## src/rtl/lsu_mem_ctrl_if.sv

```systemverilog
// Bus bundle for lsu_mem_ctrl: request/response channel from the datapath plus
// the word-organised data memory port.
interface lsu_mem_ctrl_if #(parameter int XLEN = 32);
   // Request handshake: a request transfers on a rising edge where req_valid && req_ready.
   // The requester holds all req_* fields stable while req_valid is high and not yet accepted.
   // rsp_valid is a single-cycle pulse with no back-pressure; rsp_rdata/rsp_err belong to it.
   logic            req_valid;
   logic            req_ready;
   logic            req_we;
   logic [2:0]      req_funct3;
   logic [XLEN-1:0] req_addr;
   logic [XLEN-1:0] req_wdata;
   logic            rsp_valid;
   logic [XLEN-1:0] rsp_rdata;
   logic            rsp_err;
   logic [XLEN-1:0] mem_addr;
   logic [XLEN-1:0] mem_wdata;
   logic            mem_we;
   logic [XLEN-1:0] mem_rdata;

   modport master (
      input  req_valid, req_we, req_funct3, req_addr, req_wdata, mem_rdata,
      output req_ready, rsp_valid, rsp_rdata, rsp_err, mem_addr, mem_wdata, mem_we
   );

   modport slave (
      output req_valid, req_we, req_funct3, req_addr, req_wdata, mem_rdata,
      input  req_ready, rsp_valid, rsp_rdata, rsp_err, mem_addr, mem_wdata, mem_we
   );
endinterface

```

## src/rtl/lsu_mem_ctrl.sv

```systemverilog
// RV32I load/store unit driving a word memory with 1-cycle read latency; sub-word
// stores use read-modify-write. Define LSU_MISALIGN_TRAP_EN to trap misaligned H/W accesses.
module lsu_mem_ctrl #(
   parameter int MEM_AW = 8,
   parameter int XLEN   = 32
) (
   input  logic           CLK,
   input  logic           RST,
   lsu_mem_ctrl_if.master bus,
   output logic [2:0]     dbg_state
);
   typedef enum logic [2:0] {
      IDLE = 3'd0,
      RD   = 3'd1,
      CAP  = 3'd2,
      WR   = 3'd3,
      RESP = 3'd4
   } state_t;

   localparam logic [XLEN-1:0] BYTE_MASK = {{(XLEN-8){1'b0}}, 8'hFF};
   localparam logic [XLEN-1:0] HALF_MASK = {{(XLEN-16){1'b0}}, 16'hFFFF};

   state_t            state, state_nxt;
   logic              we_q;
   logic [2:0]        f3_q;
   logic [MEM_AW+1:0] addr_q;
   logic [XLEN-1:0]   wdata_q;
   logic [XLEN-1:0]   rdata_q;
   logic              err_q;

   logic              unsupported, misalign, req_err;
   logic [MEM_AW+1:0] req_ea;
   logic [4:0]        shamt;
   logic [XLEN-1:0]   shifted, load_val, lane_mask, lane_data, merged;
   logic              unused_addr_hi;

   assign unused_addr_hi = ^bus.req_addr[XLEN-1:MEM_AW+2];

   // Request decode: error classification and the effective (possibly realigned) address.
   always_comb begin
      if (bus.req_we)
         unsupported = bus.req_funct3[2] || (bus.req_funct3[1:0] == 2'b11);
      else
         unsupported = (bus.req_funct3 == 3'b011) || (bus.req_funct3[2:1] == 2'b11);
      misalign = 1'b0;
      req_ea   = bus.req_addr[MEM_AW+1:0];
`ifdef LSU_MISALIGN_TRAP_EN
      misalign = ((bus.req_funct3[1:0] == 2'b01) && bus.req_addr[0]) ||
                 ((bus.req_funct3[1:0] == 2'b10) && (bus.req_addr[1:0] != 2'b00));
`else
      if (bus.req_funct3[1:0] == 2'b01)
         req_ea[0] = 1'b0;
      else if (bus.req_funct3[1:0] == 2'b10)
         req_ea[1:0] = 2'b00;
`endif
      req_err = unsupported || misalign;
   end

   // Lane extraction and merge work on the read word shifted by the byte offset.
   always_comb begin
      shamt   = {addr_q[1:0], 3'b000};
      shifted = bus.mem_rdata >> shamt;
      case (f3_q)
         3'b000:  load_val = {{(XLEN-8){shifted[7]}}, shifted[7:0]};
         3'b001:  load_val = {{(XLEN-16){shifted[15]}}, shifted[15:0]};
         3'b100:  load_val = {{(XLEN-8){1'b0}}, shifted[7:0]};
         3'b101:  load_val = {{(XLEN-16){1'b0}}, shifted[15:0]};
         default: load_val = bus.mem_rdata;
      endcase
      lane_mask = ((f3_q[1:0] == 2'b00) ? BYTE_MASK : HALF_MASK) << shamt;
      lane_data = (wdata_q & ((f3_q[1:0] == 2'b00) ? BYTE_MASK : HALF_MASK)) << shamt;
      merged    = (bus.mem_rdata & ~lane_mask) | lane_data;
   end

   always_comb begin
      state_nxt = state;
      case (state)
         IDLE: begin
            if (bus.req_valid) begin
               if (req_err)
                  state_nxt = RESP;
               else if (bus.req_we && (bus.req_funct3[1:0] == 2'b10))
                  state_nxt = WR;
               else
                  state_nxt = RD;
            end
         end
         RD:      state_nxt = CAP;
         CAP:     state_nxt = we_q ? WR : RESP;
         WR:      state_nxt = RESP;
         RESP:    state_nxt = IDLE;
         default: state_nxt = IDLE;
      endcase
   end

   always_ff @(posedge CLK) begin
      if (RST) begin
         state   <= IDLE;
         we_q    <= 1'b0;
         f3_q    <= 3'b000;
         addr_q  <= '0;
         wdata_q <= '0;
         rdata_q <= '0;
         err_q   <= 1'b0;
      end else begin
         state <= state_nxt;
         case (state)
            IDLE: begin
               if (bus.req_valid) begin
                  we_q   <= bus.req_we;
                  f3_q   <= bus.req_funct3;
                  addr_q <= req_ea;
                  if (bus.req_we)
                     wdata_q <= bus.req_wdata;
                  if (req_err) begin
                     rdata_q <= '0;
                     err_q   <= 1'b1;
                  end
               end
            end
            CAP: begin
               if (we_q) begin
                  wdata_q <= merged;
               end else begin
                  rdata_q <= load_val;
                  err_q   <= 1'b0;
               end
            end
            WR: begin
               rdata_q <= '0;
               err_q   <= 1'b0;
            end
            default: ;
         endcase
      end
   end

   // mem_we is gated by RST so a reset landing in WR never commits the write.
   assign bus.req_ready = (state == IDLE);
   assign bus.rsp_valid = (state == RESP);
   assign bus.rsp_rdata = rdata_q;
   assign bus.rsp_err   = err_q;
   assign bus.mem_addr  = {{(XLEN-MEM_AW){1'b0}}, addr_q[MEM_AW+1:2]};
   assign bus.mem_wdata = wdata_q;
   assign bus.mem_we    = (state == WR) && !RST;
   assign dbg_state     = state;
endmodule
```

## src/flat_wrapper.sv

```systemverilog
// flat-port wrapper written by rule: the top's interface ports become plain ports
module lsu_mem_ctrl_flat 
#(
   parameter int MEM_AW = 8,
   parameter int XLEN   = 32
)
  (CLK, RST, dbg_state, bus_req_valid, bus_req_we, bus_req_funct3, bus_req_addr, bus_req_wdata, bus_mem_rdata, bus_req_ready, bus_rsp_valid, bus_rsp_rdata, bus_rsp_err, bus_mem_addr, bus_mem_wdata, bus_mem_we);
  lsu_mem_ctrl_if #(.XLEN(XLEN)) bus_i ();
  input  logic CLK;
  input  logic RST;
  output logic [2:0] dbg_state;
  input wire logic [$bits(bus_i.req_valid)-1:0] bus_req_valid;
  input wire logic [$bits(bus_i.req_we)-1:0] bus_req_we;
  input wire logic [$bits(bus_i.req_funct3)-1:0] bus_req_funct3;
  input wire logic [$bits(bus_i.req_addr)-1:0] bus_req_addr;
  input wire logic [$bits(bus_i.req_wdata)-1:0] bus_req_wdata;
  input wire logic [$bits(bus_i.mem_rdata)-1:0] bus_mem_rdata;
  output wire logic [$bits(bus_i.req_ready)-1:0] bus_req_ready;
  output wire logic [$bits(bus_i.rsp_valid)-1:0] bus_rsp_valid;
  output wire logic [$bits(bus_i.rsp_rdata)-1:0] bus_rsp_rdata;
  output wire logic [$bits(bus_i.rsp_err)-1:0] bus_rsp_err;
  output wire logic [$bits(bus_i.mem_addr)-1:0] bus_mem_addr;
  output wire logic [$bits(bus_i.mem_wdata)-1:0] bus_mem_wdata;
  output wire logic [$bits(bus_i.mem_we)-1:0] bus_mem_we;
  assign bus_i.req_valid = bus_req_valid;
  assign bus_i.req_we = bus_req_we;
  assign bus_i.req_funct3 = bus_req_funct3;
  assign bus_i.req_addr = bus_req_addr;
  assign bus_i.req_wdata = bus_req_wdata;
  assign bus_i.mem_rdata = bus_mem_rdata;
  assign bus_req_ready = bus_i.req_ready;
  assign bus_rsp_valid = bus_i.rsp_valid;
  assign bus_rsp_rdata = bus_i.rsp_rdata;
  assign bus_rsp_err = bus_i.rsp_err;
  assign bus_mem_addr = bus_i.mem_addr;
  assign bus_mem_wdata = bus_i.mem_wdata;
  assign bus_mem_we = bus_i.mem_we;
  lsu_mem_ctrl #(.MEM_AW(MEM_AW), .XLEN(XLEN)) u_core (.CLK(CLK), .RST(RST), .bus(bus_i), .dbg_state(dbg_state));
endmodule
```

## config.mk

```make
export PLATFORM = sky130hd
export DESIGN_NAME = lsu_mem_ctrl_flat
export DESIGN_NICKNAME = d
export VERILOG_FILES = /design/src/rtl/lsu_mem_ctrl_if.sv /design/src/rtl/lsu_mem_ctrl.sv /design/src/flat_wrapper.sv
export SDC_FILE = /design/constraint.sdc
export NUM_CORES = 1
export LEC_CHECK = 0
export ABC_CLOCK_PERIOD_IN_PS = 2900
export BUFFER_PORTS_ARGS = -buffer_cell sky130_fd_sc_hd__buf_2
export CAP_MARGIN = 20
export CORE_ASPECT_RATIO = 1.2
export CORE_MARGIN = 2
export CORE_UTILIZATION = 47
export DETAILED_ROUTE_END_ITERATION = 16
export PLACE_DENSITY_LB_ADDON = 0.3
export REMOVE_ABC_BUFFERS = 1
export SLEW_MARGIN = 20
export SYNTH_ARGS = -nofsm -noshare
export SYNTH_HDL_FRONTEND = slang
export SYNTH_SLANG_ARGS = --single-unit
```

## constraint.sdc

```tcl
create_clock -name CLK -period 2.9 [get_ports CLK]
set_clock_uncertainty 0.05 [all_clocks]
set_input_delay 0.725 -clock CLK [delete_from_list [all_inputs] [get_ports CLK]]
set_output_delay 0.725 -clock CLK [all_outputs]
set_load 0.1 [all_outputs]
```

==> qor.yml <==
dr_wl_met3_um: 960
slew_headroom: 0.342
final_common_cell: "buf_2"
start_util: 0.484
synth_top_area_cell: "dfxtp_1"
cts_tree: "done"
power_switching_w: 0.00132
ios: 206
fin_nets: 747
synthFlopType: "dfxtp_1"
wl_met2_um: 6310
yosys.area_share.simple: 0.170
min_period_ps: 2420
r2r-start: "u_core.addr_q[1]$_SDFFE_PP0P_"
drv_cap: 0
hold_class: "reg -> reg"
finish.utilization: 0.582
synth.area.mux_share: 0.0211
place.gp.congestion: 0.925
netlist_area_um2: 4390
hold_start: "u_core.addr_q[3]$_SDFFE_PP0P_"
synth_seq_cells: 82
p_comb_frac: 0.333
ys.warnings.count: 0
chipHeight_um: 110
wirelength_um: 13800
final_cell_mix: "159 x buf_2, 82 x dfxtp_1, 49 x nor2_1"
clk_latency_ps: 370
fin_setup_tns_ps: 0
tightest_slew_ps: 987
finalHoldViolations: 0
hold-worst-slack_ps: 410
syn_avg_cell_area_um2: 8.53
cp_slowest_cell: "dfxtp_1"
slowest_delay_ps: 630
synth_xor_xnor_area_share: 0
antenna_left: 0
fp-row-count: 38
yosysTopAreaCellShare: 0.374
hold_path_end: "u_core.addr_q[3]$_SDFFE_PP0P_"
reg2reg_depth: 4
p_per_area_nw_per_um2: 570
ctsResizeCount: 0
rsz0062_at_grt: "no"
reg2reg_to: "u_core.bus.mem_wdata[16]$_SDFFE_PP0P_"
cp.arrival_ps: 1650
firstDrtPassIters: 5
synth_edf_count: 0
crit_path_start_kind: "flip-flop"
die_w_um: 92.2
vdd_drop_max_uv: 265
overflow: 0
dpl.hpwl_um: 9970
grt_pass1_wl_um: 21300
post_cts_buffers: 0
cts_max_level: 3
cts.sinks: 82
p_int_w: 0.00169
drc: 0
pre_cts_slack_ps: 494
grt_max_degree: 71
crit_fanout: 17
maxSlewViolCount: 0
synth_top_family_by_area: "compound AO/OA/AOI/OAI gates"
critPathTopFamily: "flip-flops"
dp.cells: 753
cts_buffer_depth: 2
final.setup.worst_slack_ps: 476
critPathKind: "reg -> out"
path_clk_slew_ps: 90
wl_met1_um: 5990
max_freq_mhz: 412
synth_compound_area_frac: 0.331
drive_above_1_share: 0.324
synth_top_cells_by_area: "dfxtp_1 37%, buf_4 5.5%, o41ai_1 4.8%"
wl_per_cell_um: 17.9
crit_path_end_kind: "primary output"
status: "finished, final reports clean"
core_um2: 9080
antenna_found_initial: 0
hold_buffers: 0
setup_viol: 0
first_global_vias: 4056
p_seq_frac: 0.411
ys_async_sr_fraction: 0
min_path_cells: 2
synth_cells: 515
crit_path_cell_trace: "and3_1 > buf_2"
crit_buf_inv: 1
ys_seq_area_frac: 0.374
port_buffers: 159
via_count: 4545
die_area_um2: 10100
swShare: 0.438
r2r_slack_ps: 490
yosys.cell_types.count: 49
track_usage: 0.266
fin_crit_sh: 0.836
syn2layout_area_growth_pct: 20.3
drt_iter0_drc: 401
p_leak_nw: 2.25
cts_inserted_buffers: 9
viasPerCell: 5.91
p_clk_frac: 0.256
synth_fa_ha_area_frac: 0
cp.required_ps: 2120
num_antenna_cells: 0
top_layer: "met4"
clockRootBuffer: "clkbuf_8"
instances_no_fill: 769
## metal layers
layer | vias to the layer above | track usage
li1 | 2161 | -
met4 | 0 | 0.135
met5 | - | 0
met1 | 2124 | 0.357
met3 | 33 | 0.0350
met2 | 227 | 0.422
## power groups by stage
stage	sequential (W)	clock (W)	combinational (W)
after floorplan	0.00163	0	0.000384
after global placement	0.00126	0	0.000985
after detailed placement	0.00126	0	0.000996
after CTS	0.00124	0.000783	0.000998
after global routing	0.00125	0.000838	0.00105
final	0.00124	0.000772	0.00100
## cell type report
class                      count  area (um^2)
sequential                    82         1640
multi-input combinational    372         2390
tap                          120          150
fill                         861         3800
clock inverter                 7         53.8
inverter                       5         18.8
clock buffer                   9          124
timing repair buffer         174          908
## registers in the layout, indices dropped and copies added (netlist names)
signal and count:
u_core.f3_q 3, u_core.dbg_state 3, u_core.addr_q 10, u_core.we_q 1
u_core.bus.mem_wdata 32, u_core.bus.rsp_err 1, u_core.bus.rsp_rdata 32
## kinds of logic after synthesis
group	Yosys count
compound gates	192
flops	82
other cells	1
mux	9
buf+inv	84
simple gates	147
## worst max path at each step
stage	startpoint	endpoint	slack (ps)	cells past startpoint
6_report	u_core.dbg_state[1]$_SDFFE_PP0N_	bus_mem_we	480	2
5_1_grt	u_core.addr_q[1]$_SDFFE_PP0P_	u_core.bus.mem_wdata[12]$_SDFFE_PP0P_	340	4
4_1_cts	u_core.dbg_state[1]$_SDFFE_PP0N_	bus_mem_we	480	2
3_5_place_dp	RST	u_core.bus.rsp_rdata[25]$_SDFFE_PP0P_	490	6
3_3_place_gp	RST	u_core.bus.rsp_rdata[23]$_SDFFE_PP0P_	510	6
2_1_floorplan	u_core.dbg_state[2]$_SDFFE_PP0N_	bus_rsp_valid	-1190	2
## through the flow
step	power [W]	cell area [um^2]
after floorplan	0.00201	4040
after global placement	0.00225	5110
after detailed placement	0.00226	5110
after CTS	0.00302	5280
after global routing	0.00313	5280
final	0.00301	5280
## cells in the mapped netlist (4+ instances only)
cell / number
a211oi_1: 17
a21oi_1: 25
a221o_1: 7
a221o_2: 10
a221oi_1: 17
a2bb2oi_1: 7
a32o_1: 8
buf_4: 32
clkbuf_1: 40
dfxtp_1: 82
inv_1: 4
mux2i_1: 7
nand2_1: 36
nand2b_1: 4
nand3b_1: 25
nor2_1: 51
nor2b_1: 4
nor3_1: 5
o21ai_0: 41
o2bb2ai_1: 23
o41ai_1: 24
or3_1: 8
## tightest hold or removal path, delay by kind of cell (launching register included)
kind | cells | cell delay, ps
AO/OA/AOI/OAI | 1 | 50
flip-flops | 1 | 310
AND/OR/NAND/NOR | 1 | 50
Power figures use the tool's default switching activity.
